==> src/rtl/ctrl_sequencer.sv <==
//==============================================================================
// Module      : ctrl_sequencer
// Description : Multi-cycle control FSM for the register-file/ALU datapath.
//               Sequences FETCH -> DECODE -> EXEC -> WB. It emits a one-cycle
//               pc_en strobe per instruction and provides a run/busy handshake,
//               halt detection and a retired-instruction counter.
//               Optional macro CTRL_SEQ_ILLEGAL_TRAP_EN: when it is defined,
//               illegal opcodes halt the sequencer. When it is undefined,
//               illegal opcodes retire as NOPs.
// Revision    : 1.0 - initial release
//==============================================================================
`default_nettype none

module ctrl_sequencer #(
    parameter logic [5:0] OP_RTYPE = 6'b000000,
    parameter logic [5:0] OP_LI    = 6'b000001,
    parameter logic [5:0] OP_HALT  = 6'b111111,
    parameter logic [5:0] FN_SLL   = 6'b000000,
    parameter logic [5:0] FN_SRL   = 6'b000010,
    parameter int         CNT_W    = 16
) (
    input  logic             clk,
    input  logic             Reset,
    input  logic             run,
    input  logic [5:0]       Opcode,
    input  logic [5:0]       Funct,
    output logic             pc_en,
    output logic             Reg_write,
    output logic             ALU_op,
    output logic             ALU_src,
    output logic             Writeback_src,
    output logic             busy,
    output logic             halted,
    output logic [2:0]       state,
    output logic [CNT_W-1:0] instr_count
);

    typedef enum logic [2:0] {
        S_IDLE   = 3'd0,
        S_FETCH  = 3'd1,
        S_DECODE = 3'd2,
        S_EXEC   = 3'd3,
        S_WB     = 3'd4,
        S_HALTED = 3'd5
    } state_t;

    state_t           r_state;
    state_t           w_next_state;
    logic [5:0]       r_opcode;
    logic [5:0]       r_funct;
    logic [5:0]       w_op_sel;
    logic [5:0]       w_fn_sel;
    logic             w_dec_legal;
    logic             w_dec_halt;
    logic             w_sel_rtype;
    logic             w_sel_li;
    logic             w_ctrl_phase;
    logic             w_pc_en_nxt;
    logic             w_reg_write_nxt;
    logic             w_alu_op_nxt;
    logic             w_alu_src_nxt;
    logic             w_wb_src_nxt;
    logic             w_busy_nxt;
    logic             w_halted_nxt;
    logic [CNT_W-1:0] r_count;

    assign state       = r_state;
    assign instr_count = r_count;

    // Next-state and next-output decode. Outputs are computed one cycle ahead
    // so that they can be registered with the state.
    always_comb begin
        w_next_state    = r_state;
        w_op_sel        = r_opcode;
        w_fn_sel        = r_funct;
        w_dec_legal     = 1'b0;
        w_dec_halt      = 1'b0;
        w_sel_rtype     = 1'b0;
        w_sel_li        = 1'b0;
        w_ctrl_phase    = 1'b0;
        w_pc_en_nxt     = 1'b0;
        w_reg_write_nxt = 1'b0;
        w_alu_op_nxt    = 1'b0;
        w_alu_src_nxt   = 1'b0;
        w_wb_src_nxt    = 1'b0;
        w_busy_nxt      = 1'b0;
        w_halted_nxt    = 1'b0;

        // The opcode is captured on the edge that leaves DECODE. On that edge
        // the incoming value steers both the branch and the first EXEC
        // controls. The latched copy is used afterwards.
        w_dec_legal = (Opcode == OP_RTYPE) || (Opcode == OP_LI);
`ifdef CTRL_SEQ_ILLEGAL_TRAP_EN
        w_dec_halt  = (Opcode == OP_HALT) || !w_dec_legal;
`else
        w_dec_halt  = (Opcode == OP_HALT);
`endif

        case (r_state)
            S_IDLE:   if (run) w_next_state = S_FETCH;
            S_FETCH:  w_next_state = S_DECODE;
            S_DECODE: w_next_state = w_dec_halt ? S_HALTED : S_EXEC;
            S_EXEC:   w_next_state = S_WB;
            S_WB:     w_next_state = run ? S_FETCH : S_IDLE;
            S_HALTED: w_next_state = S_HALTED;
            default:  w_next_state = S_IDLE;
        endcase

        if (r_state == S_DECODE) begin
            w_op_sel = Opcode;
            w_fn_sel = Funct;
        end
        w_sel_rtype  = (w_op_sel == OP_RTYPE);
        w_sel_li     = (w_op_sel == OP_LI);
        w_ctrl_phase = (w_next_state == S_EXEC) || (w_next_state == S_WB);

        w_pc_en_nxt     = (w_next_state == S_FETCH);
        w_alu_op_nxt    = w_ctrl_phase && w_sel_rtype;
        w_alu_src_nxt   = w_ctrl_phase && w_sel_rtype &&
                          ((w_fn_sel == FN_SLL) || (w_fn_sel == FN_SRL));
        w_wb_src_nxt    = w_ctrl_phase && w_sel_li;
        w_reg_write_nxt = (w_next_state == S_WB) && (w_sel_rtype || w_sel_li);
        w_busy_nxt      = (w_next_state != S_IDLE) && (w_next_state != S_HALTED);
        w_halted_nxt    = (w_next_state == S_HALTED);
    end

    // State register and registered (Moore) control outputs.
    always_ff @(posedge clk or negedge Reset) begin
        if (!Reset) begin
            r_state       <= S_IDLE;
            pc_en         <= 1'b0;
            Reg_write     <= 1'b0;
            ALU_op        <= 1'b0;
            ALU_src       <= 1'b0;
            Writeback_src <= 1'b0;
            busy          <= 1'b0;
            halted        <= 1'b0;
        end else begin
            r_state       <= w_next_state;
            pc_en         <= w_pc_en_nxt;
            Reg_write     <= w_reg_write_nxt;
            ALU_op        <= w_alu_op_nxt;
            ALU_src       <= w_alu_src_nxt;
            Writeback_src <= w_wb_src_nxt;
            busy          <= w_busy_nxt;
            halted        <= w_halted_nxt;
        end
    end

    // Instruction latch: hold Opcode/Funct as seen in DECODE for EXEC and WB.
    always_ff @(posedge clk or negedge Reset) begin
        if (!Reset) begin
            r_opcode <= 6'd0;
            r_funct  <= 6'd0;
        end else if (r_state == S_DECODE) begin
            r_opcode <= Opcode;
            r_funct  <= Funct;
        end
    end

    // Retired-instruction counter. It advances once per WB, and every
    // instruction that reaches WB has retired.
    always_ff @(posedge clk or negedge Reset) begin
        if (!Reset) begin
            r_count <= '0;
        end else if (r_state == S_WB) begin
            r_count <= r_count + CNT_W'(1);
        end
    end

endmodule

`default_nettype wire
==> config.mk <==
export PLATFORM = sky130hd
export DESIGN_NAME = ctrl_sequencer
export DESIGN_NICKNAME = d
export VERILOG_FILES = /design/src/rtl/ctrl_sequencer.sv
export SDC_FILE = /design/constraint.sdc
export NUM_CORES = 1
export LEC_CHECK = 0
export CORE_ASPECT_RATIO = 1.75
export CORE_MARGIN = 2
export CORE_UTILIZATION = 43
export CTS_CLUSTER_DIAMETER = 150
export DETAILED_ROUTE_END_ITERATION = 16
export GPL_TIMING_DRIVEN = 0
export MAX_ROUTING_LAYER = met4
export PLACE_DENSITY = 0.7
export SLEW_MARGIN = 20
export SYNTH_ARGS = -nofsm -noshare
export SYNTH_HDL_FRONTEND = slang
export SYNTH_SLANG_ARGS = --single-unit
export TNS_END_PERCENT = 20
==> constraint.sdc <==
create_clock -name clk -period 1.6 [get_ports clk]
set_input_delay 0.16 -clock clk [delete_from_list [all_inputs] [get_ports clk]]
set_output_delay 0.16 -clock clk [all_outputs]
set_load 0.02 [all_outputs]
Yosys cells after proc, flatten, opt, wreduce, memory -nomap -nowiden

Index checks and enable logic that the tools add are counted.

Word-level logic and storage cells: 43
Bits in registers: 38
Input bits: 15
Output and inout bits: 26

Reductions and logical operators: 12
Muxes and demuxes: 6
$add $sub $neg: 1
Equality and inequality tests: 13

Operators with widths:

| operator                | number |
|---|---|
| $pmux W3 S6             | 1 |
| $add A16 B1 Y16 const B | 1 |
| $eq A3 B3 Y1 const B    | 4 |
| $logic_not A6 Y1        | 2 |
| $mux W6                 | 2 |
| $eq A3 B2 Y1 const B    | 3 |
| $eq A3 B1 Y1 const B    | 2 |
| $eq A6 B1 Y1 const B    | 1 |
| $eq A6 B2 Y1 const B    | 1 |
| $eq A6 B6 Y1 const B    | 1 |
| $mux W3                 | 2 |
| $logic_and A1 B1 Y1     | 5 |
| $logic_not A3 Y1        | 1 |
| $logic_or A1 B1 Y1      | 3 |
| $ne A3 B3 Y1 const B    | 1 |
| $reduce_bool A3 Y1      | 1 |
| $mux W1                 | 1 |

Depth between registers and ports, before layout

Gate-level depths: netlist (run 1).

Word-level depth: 7
Depth in mapped cells: 6

Least setup slack after synthesis (run 1)

Ideal clock, no wire load.

Path kind: flip-flop to flip-flop
Start: register r_state[2], in the netlist state[2]
End: register r_funct[0]
Cell stages (with the launch flop): 5
Setup slack: -0.062 ns
Path buffers: 1
Data arrival time: 1.538 ns
Data required time: 1.475 ns
Cell sequence: dfrtp_1 -> nand2b_1 -> nor2_1 -> buf_4 -> mux2_2

Word-level cells in the longest chain between the ends: 2

Ends and longest elaborated chain:

| what                   | line | RTL |
|---|---|---|
| start, declared        | 47   | `state_t r_state;` |
| start signal, assigned | 139  | `r_state <= w_next_state;` |
| $eq A3 B2 Y1           | -    |  |
| $mux W6                | -    |  |
| via w_fn_sel[0]        | 52   | `logic [5:0] w_fn_sel;` |
| end signal, assigned   | 157  | `r_funct <= Funct;` |
| end, declared          | 50   | `logic [5:0] r_funct;` |

The timed path passes the listed nets, and every way through them passes these cells.
A chain may end at the register's enable or synchronous reset.

Worst setup path after layout (run 1)

Start: register r_state[2], in the netlist state[2]
End: output state[2]

RTL lines:

| what          | line | RTL |
|---|---|---|
| end, declared | 34   | `output logic [2:0] state,` |

No word-level cell between the ends.

==> results of run 1 <==
## worst max path at each step
stage | cells past startpoint | slack, ns | to
global placement | 1 | -0.44 | r_opcode[4]
global route | 5 | 0.00009 | instr_count[8]
floorplan | 4 | 0.002 | r_funct[0]
detailed placement | 4 | -0.1 | r_funct[2]
finish | 1 | 0.06 | state[2]
CTS | 4 | 0.01 | ALU_src
## Yosys cell counts (2+ instances only)
cell type	number
sky130_fd_sc_hd__nand2_1	8
sky130_fd_sc_hd__nor4_1	2
sky130_fd_sc_hd__nor3_1	3
sky130_fd_sc_hd__nand4_1	4
sky130_fd_sc_hd__nand2b_1	2
sky130_fd_sc_hd__nor2_1	8
sky130_fd_sc_hd__and2_1	3
sky130_fd_sc_hd__xnor2_1	12
sky130_fd_sc_hd__and3_1	2
sky130_fd_sc_hd__o21ai_0	2
sky130_fd_sc_hd__or4_1	2
sky130_fd_sc_hd__nor2b_1	3
sky130_fd_sc_hd__xor2_1	3
sky130_fd_sc_hd__mux2_2	12
sky130_fd_sc_hd__dfrtp_1	37
sky130_fd_sc_hd__nand3_1	6
## layer usage
metal,GRT usage,share of wire
met1,0.1888,0.35
met4,0.07371,0.022
met3,0.04225,0.049
met2,0.3110,0.57
met5,-,0
## flip-flops by register name, summed over array words and instances, names as in the netlist
name,count
halted,1
ALU_src,1
busy,1
pc_en,1
state,3
instr_count,16
ALU_op,1
r_funct,5
Writeback_src,1
Reg_write,1
r_opcode,6
## cell type report
type | instances | area share
buffer | 3 | 0.007345
clock buffer | 7 | 0.03898
inverter | 1 | 0.001695
multi-input combinational | 88 | 0.3158
sequential | 37 | 0.4192
tap | 46 | 0.02599
timing repair buffer | 41 | 0.1910
## cell families (layout without fill, tap and decap cells)
| family | Yosys count | in the layout | synth area share |
|---|---|---|---|
| compound gates | 10 | 10 | 0.04873 |
| buf+inv | 4 | 52 | 0.01237 |
| simple gates | 50 | 50 | 0.1941 |
| flops | 37 | 37 | 0.5723 |
| fa+ha+maj | 1 | 1 | 0.007733 |
| xor+xnor | 15 | 15 | 0.08121 |
| mux | 12 | 12 | 0.08353 |
## through the flow
| stage | std cells | setup slack, ns | hold WS, ns | total power [mW] | utilization |
|---|---|---|---|---|---|
| after global placement | 214 | -0.4392 | 0.4635 | 2.539 | 0.5700 |
| after CTS | 223 | 0.01138 | 0.2783 | 3.257 | 0.6041 |
| after floorplan | 129 | 0.001956 | -0.1356 | 2.138 | - |
| after global routing | 223 | 0.00008826 | 0.3098 | 3.463 | 0.6103 |
| after detailed placement | 215 | -0.09785 | 0.05225 | 2.588 | 0.5741 |
| final | 223 | 0.06374 | 0.2798 | 3.236 | 0.6103 |
## power by group through the flow
stage	clock, mW	combinational (mW)	sequential [mW]
after floorplan	0	0.605	1.53
after global placement	0	1.10	1.44
after detailed placement	0	1.13	1.45
after CTS	0.648	1.16	1.45
after global routing	0.703	1.26	1.50
final	0.632	1.16	1.45
## what timing repair did
action | 4_1_cts | 5_1_grt
pin swaps | 0 | 2
endpoints found under the setup margin | 15 | 19
hold buffers | 1 | 0
setup buffers | 0 | 0
resized for setup | 5 | 7
endpoints found under the hold margin | 10 | 0
==> results, run 1 <==
- The slowest cell on the critical path is sky130_fd_sc_hd__clkdlybuf4s50_1.
- The library cell with the largest summed area after synthesis is sky130_fd_sc_hd__dfrtp_1.
- The worst-case IR drop observed on VDD is around 0.85 mV.
- The share of the Yosys chip area taken by registers is 0.5723.
- The total clock buffers created by CTS is 5.
- The delay contributed by the slowest stage of the critical path is ~0.63 ns.
- The part of the power in registers is 0.448.
- Counting flops with a built-in enable in the synthesized netlist gives 0.
- The remaining antenna violation count after routing is 0.
- Synthesis handed over a netlist of about 130 instances.
- The post-synthesis cell type count is 36.
- For this run the aggregate overflow at the end of global routing stands at 0.
- For the final routed database, the setup TNS stands at 0 ns.
- In this run the worst hold path is classified as primary input to asynchronous set/reset pin.
- Of the post-synthesis cell area, the dominant cell type holds 0.5723.
- The global placement routability congestion is around 0.75.
- For the pin with the worst max-slew slack, the measured transition is between 0.3 and 0.4 ns.
- The die is slightly above 50 um wide.
- The power share of the combinational group is 0.357.
- In this run the power density over the cells is about 1500 mW/mm^2.
- The routed wire length is between 3 and 4 mm.
- Walking the worst path, the cells encountered are clkdlybuf4s50_1.
- Sorting the synthesized cells by area gives the leading types as sky130_fd_sc_hd__dfrtp_1, sky130_fd_sc_hd__mux2_2, sky130_fd_sc_hd__xnor2_1.
- The count of pins over their slew limit is 0.
- Across the whole layout, storage elements account for a little over 900 um^2.
- After synthesis the netlist holds a flip-flop and latch count of 37.
- The source of the critical timing path is state[2].
- The hold violation count in the final report is 0.
- The H-tree depth reported by CTS is 2.
- The internal power summed over all cells is about 2.2 mW.
- The largest clock skew in the final design is between 0.004 and 0.005 ns.
- Measured along the y axis, the die boundary spans around 85 um.
- Clock-pin slew was measured on the worst setup and hold paths at around 0.07 ns.
- In the layout the commonest cells are sky130_fd_sc_hd__dfrtp_1, sky130_fd_sc_hd__clkdlybuf4s50_1, sky130_fd_sc_hd__mux2_2, sky130_fd_sc_hd__xnor2_1, sky130_fd_sc_hd__nand2_1.
- The smallest clock period supported by the final layout is computed as 1.536 ns.
- Entering global routing, the biggest net connects 28 pins.
- After floorplanning, the core was sized to cover around 0.0036 mm^2.
- Port buffering added 39 buffers.
- Data on the critical path is required at its endpoint by about 1.4 ns.
- The total global-route track usage is 0.1783.
- In this run the critical register-to-register path is launched from state[0].
- After detailed routing, the number of remaining DRC violations is 0.
- STA classifies the critical path startpoint as a register.
- The share of the clock period used by the worst path is 0.9602.
- Max-cap violations in this run came to 0.
- The cell depth of the worst flop-to-flop path is 4.
- The leakage power total is between 0.9 and 1 nW.
- Summing all placed instances gives a cell area of 0.002083 mm^2.
- Clock tree synthesis selected as its root buffer the cell sky130_fd_sc_hd__clkbuf_8.
- The share of total power dissipated in the clock network is 0.195.
- Among all flip-flop cells after synthesis, the most frequent one is sky130_fd_sc_hd__dfrtp_1.
- Setup violations remaining at the end of the flow were counted as 0.
- The critical path is of the register to primary output type.
- The post-synthesis instance area is between 0.0015 and 0.002 mm^2.
- Across all register-to-register paths, the minimum setup slack is approximately 0.08 ns.
- The area of all placed cells without fillers is 0.002215 mm^2.
- The share of post-route cells with drive strength above 1 is 0.1864.
- In the final routed layout, each cell accounts on average for 13.90 um.
- The switching part of the total is 0.3299.
- The via count of the first global-routing pass is 1220.
- The mean post-synth cell area is about 13 um^2.
- The initial core utilization is 0.4459.
- The clock passes through at most 2 buffers.
- The kind of end point of the critical path is a primary output.
- The yosys synthesis warning count is 0.
- 0 antenna diodes ended up in the layout.
- Summed over all nets, the switching power comes to approximately 1.1 mW.
- 41 I/O pins were placed.
- Broken down by cell family, the worst path's largest delay share belongs to buffers and inverters.
- Of all nets on the critical path, the largest fanout is 9.
- The number of nets handed over by synthesis was 145.
- The via density per instance is roughly 5.2.
- The first detailed-routing pass took 3 iterations.
- The count of nets after finishing is approximately 190.
- Once detailed placement completed, the half-perimeter wirelength came to ~2.4 mm.
- TritonCTS built the clock tree.
- The run finished with clean final reports.
- The layout has around 300 filler cells.
- The initial antenna violation count is 0.
- Setup repair after global routing left no endpoint under its margin.
- The first global-routing pass estimated ~5.6 mm of wire.
- The combined area of the multi-input logic cells is roughly 700 um^2.
- In this run the critical register-to-register path is captured at ALU_src.
- The count of buffering cells on the critical path with inverters included is 1.
- The routed via count is roughly 1200.
- The arrival time reported for the critical path endpoint is approximately 1.4 ns.
- Counting flops with an async set or reset pin after synthesis yields a share of 1.000.
- In this run, the number of DRC markers left after iteration 0 of detailed routing was 6.
- The peak clock frequency supported by timing is approximately 0.65 GHz.
- The area growth from synthesis to layout is 36.89%.
- The number of sinks on the clock net is 37.
- For the worst-skew pair, the clock arrives at the later sink with an insertion delay of ~0.28 ns.
- The headroom to the max-slew limit is 0.7521.
- The floorplan has 29 rows.
- The die covers ~0.0043 mm^2.
Note: power is estimated with default switching activity, not from simulation.
==> run 2, diff against run 1 <==
--- a/config.mk
+++ b/config.mk
@@ -13,6 +13,7 @@
 export GPL_TIMING_DRIVEN = 0
 export MAX_ROUTING_LAYER = met4
 export PLACE_DENSITY = 0.7
+export RECOVER_POWER = 25
 export SLEW_MARGIN = 20
 export SYNTH_ARGS = -nofsm -noshare
 export SYNTH_HDL_FRONTEND = slang
==> run 2 against run 1 <==
Cell count stayed put. Largest cell class unchanged. Register-to-register slack hardly changed. Clock skew stayed put.
==> results, run 2 (synthesized netlist as in run 1, its figures left out) <==
- The number of max-cap violations came to 0 (unchanged).
- The peak clock frequency supported by timing is 0.6509 GHz (unchanged).
- The path type of the worst min-delay path is primary input to asynchronous set/reset pin (unchanged).
- The measured slew at the worst slew-check pin is 0.6500 ns (was 0.3712 ns).
- The largest net degree at the start of global routing is 28 (unchanged).
- The clock tree from TritonCTS is yes (unchanged).
- The core outline area was 0.003628 mm^2 (unchanged).
- The slowest cell on the critical path is sky130_fd_sc_hd__clkdlybuf4s50_1 (unchanged).
- The utilization of the core after routing came to 0.6100 (was 0.6103).
- The die outline area was 0.004288 mm^2 (unchanged).
- The wire length of the first global-routing pass is 5.623 mm (unchanged).
- The hold violation count in the final report is 0 (unchanged).
- The worst-case clock buffer depth is 2 (unchanged).
- The H-tree depth reported by CTS is 2 (unchanged).
- The post-placement setup slack is -0.09785 ns (unchanged).
- The chip height is 85.14 um (unchanged).
- The final-layout fill cell count is 302 (was 301).
- The count of pins over their slew limit was 0 (unchanged).
- The switching part of the total is 0.3300 (was 0.3299).
- The internal power summed over all cells is 2.168 mW (about the same).
- The headroom to the max-slew limit is 0.5667 (was 0.7521).
- The post-detailed-placement cell area was 0.002083 mm^2 (unchanged).
- The overall die width is 50.37 um (unchanged).
- The leftover overflow at the end of global routing came to 0 (unchanged).
- The initial antenna violation count is 0 (unchanged).
- The total clock buffers created by CTS is 5 (unchanged).
- The destination of the worst register-to-register timing path was ALU_src (unchanged).
- The share of the clock period used by the worst path is 0.9602 (unchanged).
- The accumulated negative setup slack is 0 ns (unchanged).
- The I/O pin count is 41 (unchanged).
- The via count of the first global-routing pass is 1220 (unchanged).
- The violation count after the first detailed-routing iteration came to 6 (unchanged).
- The number of sinks on the clock net came to 37 (unchanged).
- The count of buffering cells on the critical path with inverters included is 1 (unchanged).
- The setup slack of the worst register-to-register path is 0.08 ns (about the same).
- The via density per instance is 5.206 (unchanged).
- The total net switching power is 1.068 mW (about the same).
- The area of all placed cells without fillers is 0.002213 mm^2 (was 0.002215 mm^2).
- The required arrival time at the worst endpoint was 1.44 ns (about the same).
- The reg-to-reg critical path startpoint is state[0] (unchanged).
- Commonest cells after routing, fill and taps aside: sky130_fd_sc_hd__dfrtp_1, sky130_fd_sc_hd__clkdlybuf4s50_1, sky130_fd_sc_hd__mux2_2, sky130_fd_sc_hd__xnor2_1, sky130_fd_sc_hd__nand2_1 (unchanged).
- The total global-route track usage was 0.1783 (unchanged).
- The path type of the worst setup path is register to primary output (unchanged).
- The detailed-routing iteration count for the pre-antenna-repair pass is 3 (unchanged).
- The maximum fanout count along the critical path is 9 (unchanged).
- The clock latency at the later pin of the worst-skew pair is 0.28 ns (about the same).
- The delay contributed by the slowest stage of the critical path is 0.63 ns (about the same).
- The power density over the cells was 1462 mW/mm^2 (was 1461 mW/mm^2).
- The standard-cell row count is 29 (unchanged).
- The total of buffers placed on input and output ports is 39 (unchanged).
- The routed via count is 1161 (unchanged).
- The total of endpoints with negative setup slack in the final report is 0 (unchanged).
- The clock transition time at the flip-flop clock pins of the worst setup and hold paths came to 0.07 ns (about the same).
- The library cell used as clock root buffer is sky130_fd_sc_hd__clkbuf_8 (unchanged).
- The cell depth of the worst flop-to-flop path is 4 (unchanged).
- The estimated wirelength of the detail-placed design is 2.400 mm (unchanged).
- The global placement routability congestion is 0.7472 (unchanged).
- The kind of end point of the critical path is a primary output (unchanged).
- The type of element launching the critical path is a register (unchanged).
- The leakage power total came to 0.9526 nW (was 0.9554 nW).
- The largest clock skew in the final design came to 0.004193 ns (unchanged).
- Series of cell instances along the critical path: clkdlybuf4s50_1 (unchanged).
- The share of post-route cells with drive strength above 1 is 0.1808 (was 0.1864).
- The shortest period the worst path allows came to 1.536 ns (unchanged).
- The top cell family by delay on the critical path is buffers and inverters (unchanged).
- The remaining antenna violation count after routing is 0 (unchanged).
- The number of flip-flops in the largest register is 16 (unchanged).
- The antenna diode count came to 0 (unchanged).
- The total power consumption of the routed design is 3.235 mW (was 3.236 mW).
- The arrival time reported for the critical path endpoint is 1.38 ns (about the same).
- The routed wire length came to 3.099 mm (was 3.100 mm).
- RSZ-0062 raised after global routing: false (unchanged).
- The area added between synthesis and finish is 36.81% (was 36.89%).
- The worst vdd rail ir drop came to 0.8485 mV (about the same).
- Status: finished, final reports clean (unchanged).
- The part of the power in registers was 0.448 (about the same).
- The count of nets after finishing was 193 (unchanged).
- The worst setup margin is 0.06374 ns (unchanged).
- The portion of total power attributed to the clock network came to 0.195 (about the same).
- The detailed-route DRC error count is 0 (unchanged).
- The power share of the combinational group is 0.357 (about the same).
- The average detailed-routed wire length per instance came to 13.90 um (about the same).
- The initial core utilization came to 0.4459 (unchanged).
[run 2: power by group through the flow]
stage | registers (mW) | logic (mW) | clock network (mW)
detailed placement | 1.45 | 1.13 | 0
finish | 1.45 | 1.16 | 0.632
floorplan | 1.53 | 0.605 | 0
CTS | 1.45 | 1.16 | 0.648
global route | 1.50 | 1.26 | 0.703
global placement | 1.44 | 1.10 | 0
[run 2: stage by stage]
step / hold WS [ns] / instances
after CTS: 0.2783 / 223
after detailed placement: 0.05225 / 215
after global routing: 0.4818 / 223
after global placement: 0.4635 / 214
after floorplan: -0.1356 / 129
final: 0.4110 / 223
[run 2: worst max-delay path by stage]
| stage | startpoint | endpoint | slack [ns] | cells past startpoint |
|---|---|---|---|---|
| after floorplan | state[2] | r_funct[0] | 0.002 | 4 |
| after global placement | Reset | r_opcode[4] | -0.44 | 1 |
| after detailed placement | state[2] | r_funct[2] | -0.1 | 4 |
| after CTS | state[0] | ALU_src | 0.01 | 4 |
| final | state[2] | state[2] | 0.06 | 1 |
| after global routing | state[1] | instr_count[8] | 0.00009 | 5 |
[run 2: final cells by class]
cell class	instances	area, um^2	area share
flip-flops and latches	37	928.4	0.4194
multi-input cells	88	699.4	0.3160
repair buffers	41	421.7	0.1905
clock buffers	7	86.33	0.03901
well taps	46	57.56	0.02600
plain buffers	3	16.27	0.007349
inverters	1	3.754	0.001696
[run 2: repair_timing]
item,4_1_cts,5_1_grt
endpoints found under the hold margin,10,0
pin swaps,0,2
hold buffers,1,0
setup endpoints to repair,15,19
setup buffers,0,0
resized for setup,5,7
[run 2: layer usage]
metal,track usage,part of all wire,up-vias
met5,-,0,-
met4,0.07371,0.022,0
met3,0.04225,0.049,7
met2,0.3110,0.57,38
met1,0.1888,0.35,568
li1,-,-,548
==> run 3, diff against run 2 <==
--- a/config.mk
+++ b/config.mk
@@ -5,6 +5,7 @@
 export SDC_FILE = /design/constraint.sdc
 export NUM_CORES = 1
 export LEC_CHECK = 0
+export CAP_MARGIN = 20
 export CORE_ASPECT_RATIO = 1.75
 export CORE_MARGIN = 2
 export CORE_UTILIZATION = 43
==> results of run 3 <==
Same layout as run 2: the final DEF is identical, and so are final timing and power.
